[src/rtl/apu_shared_unit_arbiter_pkg.sv]
// Shared APU cluster constants and helpers.
// Holds the FP width, per-unit-type opcode/flag widths and pipeline depths used as
// defaults by the shared-unit arbiter, plus the core-ID width helper and the minimum
// legal unit latency.
package apu_shared_unit_arbiter_pkg;

  localparam int unsigned FP_WIDTH = 32;

  // Unit latencies in cycles.
  localparam int unsigned C_ADDSUB_PIPE_REGS = 1;
  localparam int unsigned C_MULT_PIPE_REGS   = 1;
  localparam int unsigned C_MAC_PIPE_REGS    = 2;
  localparam int unsigned C_CAST_PIPE_REGS   = 1;
  localparam int unsigned C_DIV_PIPE_REGS    = 4;
  localparam int unsigned C_SQRT_PIPE_REGS   = 5;

  // Opcode widths.
  localparam int unsigned WOP_ADDSUB = 1;
  localparam int unsigned WOP_MULT   = 1;
  localparam int unsigned WOP_MAC    = 2;
  localparam int unsigned WOP_CAST   = 2;
  localparam int unsigned WOP_DIV    = 1;
  localparam int unsigned WOP_SQRT   = 1;

  // Downstream flags (rounding mode).
  localparam int unsigned NDSFLAGS_ADDSUB = 3;
  localparam int unsigned NDSFLAGS_MULT   = 3;
  localparam int unsigned NDSFLAGS_MAC    = 3;
  localparam int unsigned NDSFLAGS_CAST   = 3;
  localparam int unsigned NDSFLAGS_DIV    = 3;
  localparam int unsigned NDSFLAGS_SQRT   = 3;

  // Upstream status flags.
  localparam int unsigned NUSFLAGS_ADDSUB = 5;
  localparam int unsigned NUSFLAGS_MULT   = 5;
  localparam int unsigned NUSFLAGS_MAC    = 5;
  localparam int unsigned NUSFLAGS_CAST   = 5;
  localparam int unsigned NUSFLAGS_DIV    = 5;
  localparam int unsigned NUSFLAGS_SQRT   = 5;

  // A shared unit needs at least one pipeline stage to carry the issuing core ID.
  localparam int unsigned MIN_PIPE_REGS = 1;

  // Width of an encoded core ID; a single core still needs one bit.
  function automatic int unsigned shared_id_width(int unsigned ncores);
    return (ncores > 1) ? $clog2(ncores) : 1;
  endfunction

endpackage

[src/rtl/apu_rr_arbiter.sv]
// Round-robin request arbiter.
// Ports:
//   clk_i, rst_i : clock, asynchronous active-high reset
//   req_i        : per-core request vector
//   gnt_o        : one-hot grant (combinational, zero while in reset)
//   id_o         : encoded index of the granted core (rr_ptr_o when nothing granted)
//   valid_o      : a grant is issued this cycle
//   rr_ptr_o     : current search start position
module apu_rr_arbiter
  import apu_shared_unit_arbiter_pkg::*;
#(
  parameter int unsigned NCORES = 8,
  parameter int unsigned IDW    = shared_id_width(NCORES)
) (
  input  logic              clk_i,
  input  logic              rst_i,
  input  logic [NCORES-1:0] req_i,
  output logic [NCORES-1:0] gnt_o,
  output logic [IDW-1:0]    id_o,
  output logic              valid_o,
  output logic [IDW-1:0]    rr_ptr_o
);

  logic [IDW-1:0] rr_ptr_q, rr_ptr_d;
  logic [IDW-1:0] idx;
  int unsigned    pos;

  // Walk the request vector starting at the pointer, wrapping modulo NCORES.
  always_comb begin
    gnt_o   = '0;
    id_o    = rr_ptr_q;
    valid_o = 1'b0;
    pos     = 0;
    idx     = '0;
    for (int unsigned i = 0; i < NCORES; i++) begin
      pos = 32'(rr_ptr_q) + i;
      if (pos >= NCORES) pos = pos - NCORES;
      idx = IDW'(pos);
      if (!valid_o && !rst_i && req_i[idx]) begin
        valid_o    = 1'b1;
        id_o       = idx;
        gnt_o[idx] = 1'b1;
      end
    end
  end

  always_comb begin
    rr_ptr_d = rr_ptr_q;
    if (valid_o) begin
      rr_ptr_d = (id_o == IDW'(NCORES - 1)) ? '0 : id_o + IDW'(1);
    end
  end

  always_ff @(posedge clk_i or posedge rst_i) begin
    if (rst_i) rr_ptr_q <= '0;
    else       rr_ptr_q <= rr_ptr_d;
  end

  assign rr_ptr_o = rr_ptr_q;

endmodule

[src/rtl/apu_shared_unit_arbiter.sv]
// Shares one fixed-latency, fully pipelined FP unit between NCORES cores.
// Ports:
//   clk_i, rst_i        : clock, asynchronous active-high reset
//   core_req_i          : per-core request
//   core_operands_i     : NARGS*WARG operands per core, core c in slice c
//   core_op_i           : per-core opcode
//   core_flags_i        : per-core downstream flags
//   core_gnt_o          : one-hot grant (combinational)
//   core_rvalid_o       : one-hot result valid
//   core_result_o       : unit result, broadcast
//   core_rflags_o       : unit status flags, broadcast
//   unit_en_o           : issue strobe to the unit
//   unit_operands_o     : granted core's operands
//   unit_op_o           : granted core's opcode
//   unit_flags_o        : granted core's downstream flags
//   unit_result_i       : unit result, PIPE_REGS cycles after unit_en_o
//   unit_flags_i        : unit status flags aligned with unit_result_i
//   unit_busy_o         : at least one operation in flight
module apu_shared_unit_arbiter
  import apu_shared_unit_arbiter_pkg::*;
#(
  parameter int unsigned NCORES    = 8,
  parameter int unsigned NARGS     = 3,
  parameter int unsigned WARG      = FP_WIDTH,
  parameter int unsigned WRESULT   = FP_WIDTH,
  parameter int unsigned WOP       = WOP_MAC,
  parameter int unsigned NDSFLAGS  = NDSFLAGS_MAC,
  parameter int unsigned NUSFLAGS  = NUSFLAGS_MAC,
  parameter int unsigned PIPE_REGS = C_MAC_PIPE_REGS
) (
  input  logic                             clk_i,
  input  logic                             rst_i,
  input  logic [NCORES-1:0]                core_req_i,
  input  logic [NCORES*NARGS*WARG-1:0]     core_operands_i,
  input  logic [NCORES*WOP-1:0]            core_op_i,
  input  logic [NCORES*NDSFLAGS-1:0]       core_flags_i,
  output logic [NCORES-1:0]                core_gnt_o,
  output logic [NCORES-1:0]                core_rvalid_o,
  output logic [WRESULT-1:0]               core_result_o,
  output logic [NUSFLAGS-1:0]              core_rflags_o,
  output logic                             unit_en_o,
  output logic [NARGS*WARG-1:0]            unit_operands_o,
  output logic [WOP-1:0]                   unit_op_o,
  output logic [NDSFLAGS-1:0]              unit_flags_o,
  input  logic [WRESULT-1:0]               unit_result_i,
  input  logic [NUSFLAGS-1:0]              unit_flags_i,
  output logic                             unit_busy_o
);

  localparam int unsigned IDW  = shared_id_width(NCORES);
  localparam int unsigned WOPS = NARGS * WARG;

  if (PIPE_REGS < MIN_PIPE_REGS) begin : g_bad_pipe_regs
    $error("apu_shared_unit_arbiter: PIPE_REGS must be at least 1");
  end

  logic           arb_valid;
  logic [IDW-1:0] arb_id;
  logic [IDW-1:0] rr_ptr;
  logic [IDW-1:0] sel;

  apu_rr_arbiter #(
    .NCORES (NCORES),
    .IDW    (IDW)
  ) u_rr_arbiter (
    .clk_i    (clk_i),
    .rst_i    (rst_i),
    .req_i    (core_req_i),
    .gnt_o    (core_gnt_o),
    .id_o     (arb_id),
    .valid_o  (arb_valid),
    .rr_ptr_o (rr_ptr)
  );

  // Unpack per-core slices so the mux indexes an array instead of a computed bit offset.
  logic [WOPS-1:0]     ops_arr   [NCORES];
  logic [WOP-1:0]      op_arr    [NCORES];
  logic [NDSFLAGS-1:0] flags_arr [NCORES];

  for (genvar c = 0; c < NCORES; c++) begin : g_unpack
    assign ops_arr[c]   = core_operands_i[c*WOPS +: WOPS];
    assign op_arr[c]    = core_op_i[c*WOP +: WOP];
    assign flags_arr[c] = core_flags_i[c*NDSFLAGS +: NDSFLAGS];
  end

  // With no grant, present the pointer's slice so the idle outputs stay deterministic.
  assign sel             = arb_valid ? arb_id : rr_ptr;
  assign unit_en_o       = arb_valid;
  assign unit_operands_o = ops_arr[sel];
  assign unit_op_o       = op_arr[sel];
  assign unit_flags_o    = flags_arr[sel];

  // Tag pipeline: carries {valid, id} alongside the operation inside the unit.
  logic [PIPE_REGS-1:0] tag_valid_q, tag_valid_d;
  logic [IDW-1:0]       tag_id_q [PIPE_REGS];
  logic [IDW-1:0]       tag_id_d [PIPE_REGS];

  always_comb begin
    tag_valid_d    = tag_valid_q;
    tag_valid_d[0] = arb_valid;
    tag_id_d       = tag_id_q;
    tag_id_d[0]    = arb_id;
    for (int unsigned i = 1; i < PIPE_REGS; i++) begin
      tag_valid_d[i] = tag_valid_q[i-1];
      tag_id_d[i]    = tag_id_q[i-1];
    end
  end

  always_ff @(posedge clk_i or posedge rst_i) begin
    if (rst_i) begin
      tag_valid_q <= '0;
      for (int unsigned i = 0; i < PIPE_REGS; i++) tag_id_q[i] <= '0;
    end else begin
      tag_valid_q <= tag_valid_d;
      tag_id_q    <= tag_id_d;
    end
  end

  always_comb begin
    core_rvalid_o = '0;
    if (tag_valid_q[PIPE_REGS-1]) core_rvalid_o[tag_id_q[PIPE_REGS-1]] = 1'b1;
  end

  assign core_result_o = unit_result_i;
  assign core_rflags_o = unit_flags_i;
  assign unit_busy_o   = |tag_valid_q;

endmodule

[config.mk]
export PLATFORM = sky130hd
export DESIGN_NAME = apu_shared_unit_arbiter
export DESIGN_NICKNAME = d
export VERILOG_FILES = /design/src/rtl/apu_shared_unit_arbiter_pkg.sv /design/src/rtl/apu_rr_arbiter.sv /design/src/rtl/apu_shared_unit_arbiter.sv
export SDC_FILE = /design/constraint.sdc
export NUM_CORES = 1
export LEC_CHECK = 0
export ABC_AREA = 1
export CAP_MARGIN = 20
export CORE_AREA = 2 2 390 392
export CTS_BUF_LIST = sky130_fd_sc_hd__clkbuf_8 sky130_fd_sc_hd__clkbuf_16
export DETAILED_ROUTE_END_ITERATION = 10
export DIE_AREA = 0 0 392 394
export PLACE_DENSITY_LB_ADDON = 0.05
export SETUP_SLACK_MARGIN = 0.3
export SYNTH_ARGS = -nofsm -noshare
export SYNTH_HDL_FRONTEND = slang
export SYNTH_SLANG_ARGS = --single-unit
[constraint.sdc]
create_clock -name clk_i -period 6.4 [get_ports clk_i]
set_input_delay 1.28 -clock clk_i [delete_from_list [all_inputs] [get_ports clk_i]]
set_output_delay 1.28 -clock clk_i [all_outputs]
set_load 0.03 [all_outputs]
# == Yosys cells after proc, flatten, opt, wreduce, memory -nomap -nowiden ==
# Index checks and enable logic that the tools add are counted.
# totals
output_inout_bits,156
in_bits,855
regBits,11
elab_cells,167
# classes
n_lt_le_gt_ge,27
muxes,78
addsub,16
reduce_logical,33
bitwise,8
n_eq_ne,1
# op_table
op,count
$bmux 96 s3,1
$mux 96,2
$mux 8,9
$mux 3,20
$or 8x8->8,7
$lt 3x4->1 const B,9
$ge 4x4->1 const B,8
$demux 1 s3,9
$ge 3x1->1 const B,9
$mux 1,25
$bmux 1 s3,8
$logic_and 1x1->1,24
$sub 3x1->3 const B,8
$add 3x3->4 const B,4
$bmux 3 s3,1
$add 3x2->4 const B,2
$logic_not 1->1,8
$bmux 2 s3,1
$add 3x1->4 const B,1
$ge 3x4->1 const B,1
$mux 2,2
$not 3->4,1
$add 3x1->3 const B,1
$eq 3x3->1 const B,1
$reduce_or 2->1,1

# == Longest topological paths before layout ==
# depth
ltp_word,39
depth_mapped,28
depth_no_buf,25

# == Modules after synthesis ==
# From an unflattened synthesis, not the netlist that was laid out.
# hier_totals
hier_cells,3088
hier_area_um2,13887.1
# modules_own_cells
mod,cells_each,seq_area_each_um2,area_each_um2,instances
apu_shared_unit_arbiter,2817,200.2,12350.6,1
apu_rr_arbiter,271,75.1,1536.5,1

# == Worst setup path after synthesis ==
# Ideal clock, no wire load.
# synth_timing
path_type,input port to output port
startpoint,in rst_i
endpoint,out unit_operands_o[10]
t_required_ns,5.120
path_buffers,3
path_stages,16
arrival_time_ns,3.362
slack_ns,1.758
cell_sequence,inv_1 buf_2 nand3_1 nand4_4 nor2_8 nand3_2 nand2_1 nor2_1 nand3_1 inv_1 nand2_1 nand2_1 buf_2 buf_2 nand2_1 nand2_1
# synth_between
elab_chain_len,36
word_cells_on_any_way,44
# synth_lines
item,line_no,rtl
"start, declared",apu_shared_unit_arbiter.sv:32,"input logic rst_i,"
$logic_not 1->1 *,apu_rr_arbiter.sv:39,if (!valid_o && !rst_i && req_i[idx]) begin
$logic_and 1x1->1,apu_rr_arbiter.sv:39,
$mux 1,apu_rr_arbiter.sv:39,
$logic_not 1->1,apu_rr_arbiter.sv:39,
$logic_and 1x1->1 (2 in a row),apu_rr_arbiter.sv:39,
$mux 1,apu_rr_arbiter.sv:39,
$logic_not 1->1,apu_rr_arbiter.sv:39,
$logic_and 1x1->1 (2 in a row),apu_rr_arbiter.sv:39,
[16 not listed],--,
$mux 1,apu_rr_arbiter.sv:39,
$logic_not 1->1,apu_rr_arbiter.sv:39,
$logic_and 1x1->1 (2 in a row),apu_rr_arbiter.sv:39,
$mux 3 / $mux 1 (equally long branches),apu_rr_arbiter.sv:39,
$mux 3 *,apu_shared_unit_arbiter.sv:87,assign sel = arb_valid ? arb_id : rr_ptr;
$not 3->4 (not written as such) *,apu_shared_unit_arbiter.sv:89,assign unit_operands_o = ops_arr[sel];
$bmux 96 s3 *,apu_shared_unit_arbiter.sv:89,
$mux 96 (not written as such) * (2 in a row),apu_shared_unit_arbiter.sv:89,
"end, declared",apu_shared_unit_arbiter.sv:42,"output logic [NARGS*WARG-1:0] unit_operands_o,"
# Every way passes the cells marked *; elsewhere a longest branch is shown, timed or not. The select of a mux whose other input is x is not followed.

# == Worst setup path in the final report ==
# layout_timing
startpoint,in core_req_i[3]
endpoint,out unit_operands_o[7]
# layout_between
elab_chain_len,37
word_cells_on_any_way,59
# layout_lines
item,line_no,rtl
"start, declared",apu_shared_unit_arbiter.sv:33,"input logic [NCORES-1:0] core_req_i,"
$bmux 1 s3,apu_rr_arbiter.sv:39,
$mux 1 (not written as such),apu_rr_arbiter.sv:39,
$logic_and 1x1->1,apu_rr_arbiter.sv:39,
$mux 1,apu_rr_arbiter.sv:39,
$logic_not 1->1,apu_rr_arbiter.sv:39,
$logic_and 1x1->1 (2 in a row),apu_rr_arbiter.sv:39,
$mux 1,apu_rr_arbiter.sv:39,
$logic_not 1->1,apu_rr_arbiter.sv:39,
[18 not listed],--,
$mux 1,apu_rr_arbiter.sv:39,
$logic_not 1->1,apu_rr_arbiter.sv:39,
$logic_and 1x1->1 (2 in a row),apu_rr_arbiter.sv:39,
$mux 3 / $mux 1 (equally long branches),apu_rr_arbiter.sv:39,
$mux 3 *,apu_shared_unit_arbiter.sv:87,
$not 3->4 (not written as such) *,apu_shared_unit_arbiter.sv:89,
$bmux 96 s3 *,apu_shared_unit_arbiter.sv:89,
$mux 96 (not written as such) * (2 in a row),apu_shared_unit_arbiter.sv:89,
# Marked as above.

==> results.txt <==
Die ar.: 0.1544 mm2
Vias in the first global route: 20,670
CP arrival: 4.54 ns
Die Ht: 394 um
Max clock buf depth: 2
Htree depth: 1
Sequential cell area: 275.3 um2
Min cycle time layout: 5.819 ns
Post-route setup TNS: 0 ns
Vias: 19,780
GRT Overall Usage: 14.58%
Syn Inst Count: 2,671
Initial antenna violation count: 51
Detailed router's first-iteration violation count: 918
Synth warn: 0
Largest net degree at the start of global routing: 127
TritonCTS Buffers: 3
Multi-input gate area: 0.009992 mm2
Slew headroom: 48.67%
Clk sinks: 11
Distinct cells, synth: 39
Nets@finish: 4,375
# rows: 143
DRT Wirelength: 124.0 mm
Initial Utilization: 7.673%
Layout area overhead: 112.1%
Critical Path RT: 5.12 ns
CP Class: input port to output port
Layout cells sized above 1: 8.514%
Post-route cell area: 0.02452 mm2
Achievable Freq: 0.1718 GHz
Core area: 0.1507 mm2
Commonest non-fill, non-tap cell in the layout: nand2_1
Final setup vio count: 0
Most frequent cells in the layout: nand2_1, clkdlybuf4s50_1, nand3_1
Vias per std cell: 3.561
Final Max Slew Viols: 0
CTS clk-pin slew, worst paths: 0.04 ns
PortBufs: 936
Mean Syn Cell Area: 4.328 um2
Post-layout util: 16.28%
Max cap viols: 0
Status: finished clean
Synthesis-stage register bit count: 11
Wirelength per Cell: 22.31 um
Crit. End Element: output port
Synth Net Count: 3,533
IO Count: 1,011
Hold Crit Class: flop to flop
DR pass1 iterations: 4
RD Place Congestion: 0.7917
CP max FO: 16
Hpwl dp: 98.09 mm
First-pass GRT wire length: 161.9 mm
FF-to-FF setup slack: 2.29 ns
RSZ-0062 raised after global routing: yes
Hold_ws: 0.3435 ns
Sequential-to-total area share from yosys stat: 2.381%
TritonCTS clock tree: done
Fin. Hold Viols: 0
Clk Latency, worst-skew pair: 0.24 ns
DRC: 0
Startpoint Class: input port
Worst Skew: 0.004827 ns
Slew @ Worst Pin: 0.7700 ns
Grt total ovfl: 0
Period utilisation layout: 90.93%
FILL cells: 17,860
Die width: 392 um
Netlist Area Pre-Place: 0.01156 mm2
Post-DRT Antenna Nets: 0
Root Buffer: clkbuf_16
DP Area: 0.02369 mm2
[layer usage]
metal  part of all wire (%)  up-vias  GRT usage (%)
met4                   0.81       48          1.429
met5                   0.25        -              0
met1                     41     9094          16.53
met3                    5.8       98          3.380
met2                     53      532          28.06
li1                       -    10010              -
[through the flow]
stage / instances / setup slack [ns]
global placement: 5496 / 0.1985
global route: 5552 / 0.2868
CTS: 5507 / 0.2547
detailed placement: 5496 / 0.1903
finish: 5555 / 0.5807
floorplan: 2671 / 1.758
[cells in the mapped netlist (all sizes together)]
master | count | share of area (%)
a211oi | 2 | 0.13
a21oi | 7 | 0.34
a221oi | 6 | 0.45
a22oi | 5 | 0.32
a31oi | 2 | 0.11
buf | 218 | 10
clkbuf | 24 | 0.78
clkinv | 2 | 0.065
dfrtp | 11 | 2.4
ha | 7 | 0.76
inv | 40 | 1.3
nand2 | 1839 | 60
nand3 | 439 | 19
nand4 | 7 | 0.64
nor2 | 21 | 0.97
nor3 | 18 | 0.78
o2111ai | 1 | 0.076
o211ai | 6 | 0.39
o21a | 1 | 0.065
o21ai | 8 | 0.35
o22ai | 4 | 0.22
or2 | 2 | 0.11
xor2 | 1 | 0.076
[area by class of cell]
type	count	area share, %
antenna	13	0.1327
clock buffer	3	0.3062
tap	2030	10.36
timing repair buffer	1077	46.65
sequential	11	1.123
multi-input combinational	2378	40.75
inverter	42	0.6634
clock inverter	1	0.01531
[logic make-up after synthesis]
family | share of synthesized area [%]
adder cells (fa/ha/maj) | 0.7576
XOR/XNOR | 0.07578
AND/OR/NAND/NOR | 81.79
buffers and inverters | 12.54
AO/OA/AOI/OAI | 2.446
flip-flops | 2.381
[repair_timing]
action / in CTS / in global routing
hold buffers: 0 / 0
hold endpoints to repair: 0 / 0
setup endpoints to repair: 8 / 101
gates cloned: 1 / 12
pin swaps: 1 / 7
buffers inserted: 6 / 23
resized for setup: 4 / 35
[worst paths after layout]
check,from,end,cells past startpoint
worst min-delay path,tag_id_d[2]$_DFF_PP0_,tag_id_q[2]$_DFF_PP0_,0
worst max-delay path,core_req_i[3],unit_operands_o[7],23
worst min register to register,tag_id_d[2]$_DFF_PP0_,tag_id_q[2]$_DFF_PP0_,0
max in group asynchronous,rst_i,tag_id_q[2]$_DFF_PP0_,3
worst max register to register,u_rr_arbiter.rr_ptr_o[1]$_DFFE_PP0N_,u_rr_arbiter.rr_ptr_o[1]$_DFFE_PP0N_,27
min in group asynchronous,rst_i,u_rr_arbiter.rr_ptr_o[1]$_DFFE_PP0N_,3
[critical path: stages]
cell	delay, ns
clkdlybuf4s50_1	0.48
nand2_1	0.08
nand3_1	0.13
nand2_1	0.08
nand2_1	0.10
nand2_2	0.10
nand3_4	0.14
nand4_4	0.15
nor2_8	0.20
nand4_4	0.11
nor2_4	0.22
nand2_8	0.12
nand2_8	0.12
buf_4	0.16
buf_12	0.18
buf_4	0.16
nand2_1	0.05
nand2_1	0.19
nand2_1	0.12
nand2_1	0.07
nand2_1	0.04
nand2_1	0.12
buf_12	0.14
[state kept, by name, indices dropped and copies added (netlist names)]
signal,count
tag_id_q,3
tag_valid_q,2
u_rr_arbiter.rr_ptr_o,3
tag_id_d,3
Power is left out: the tool's default activity adds up to more than one toggle a clock period on the data nets, which glitch-free logic cannot reach.
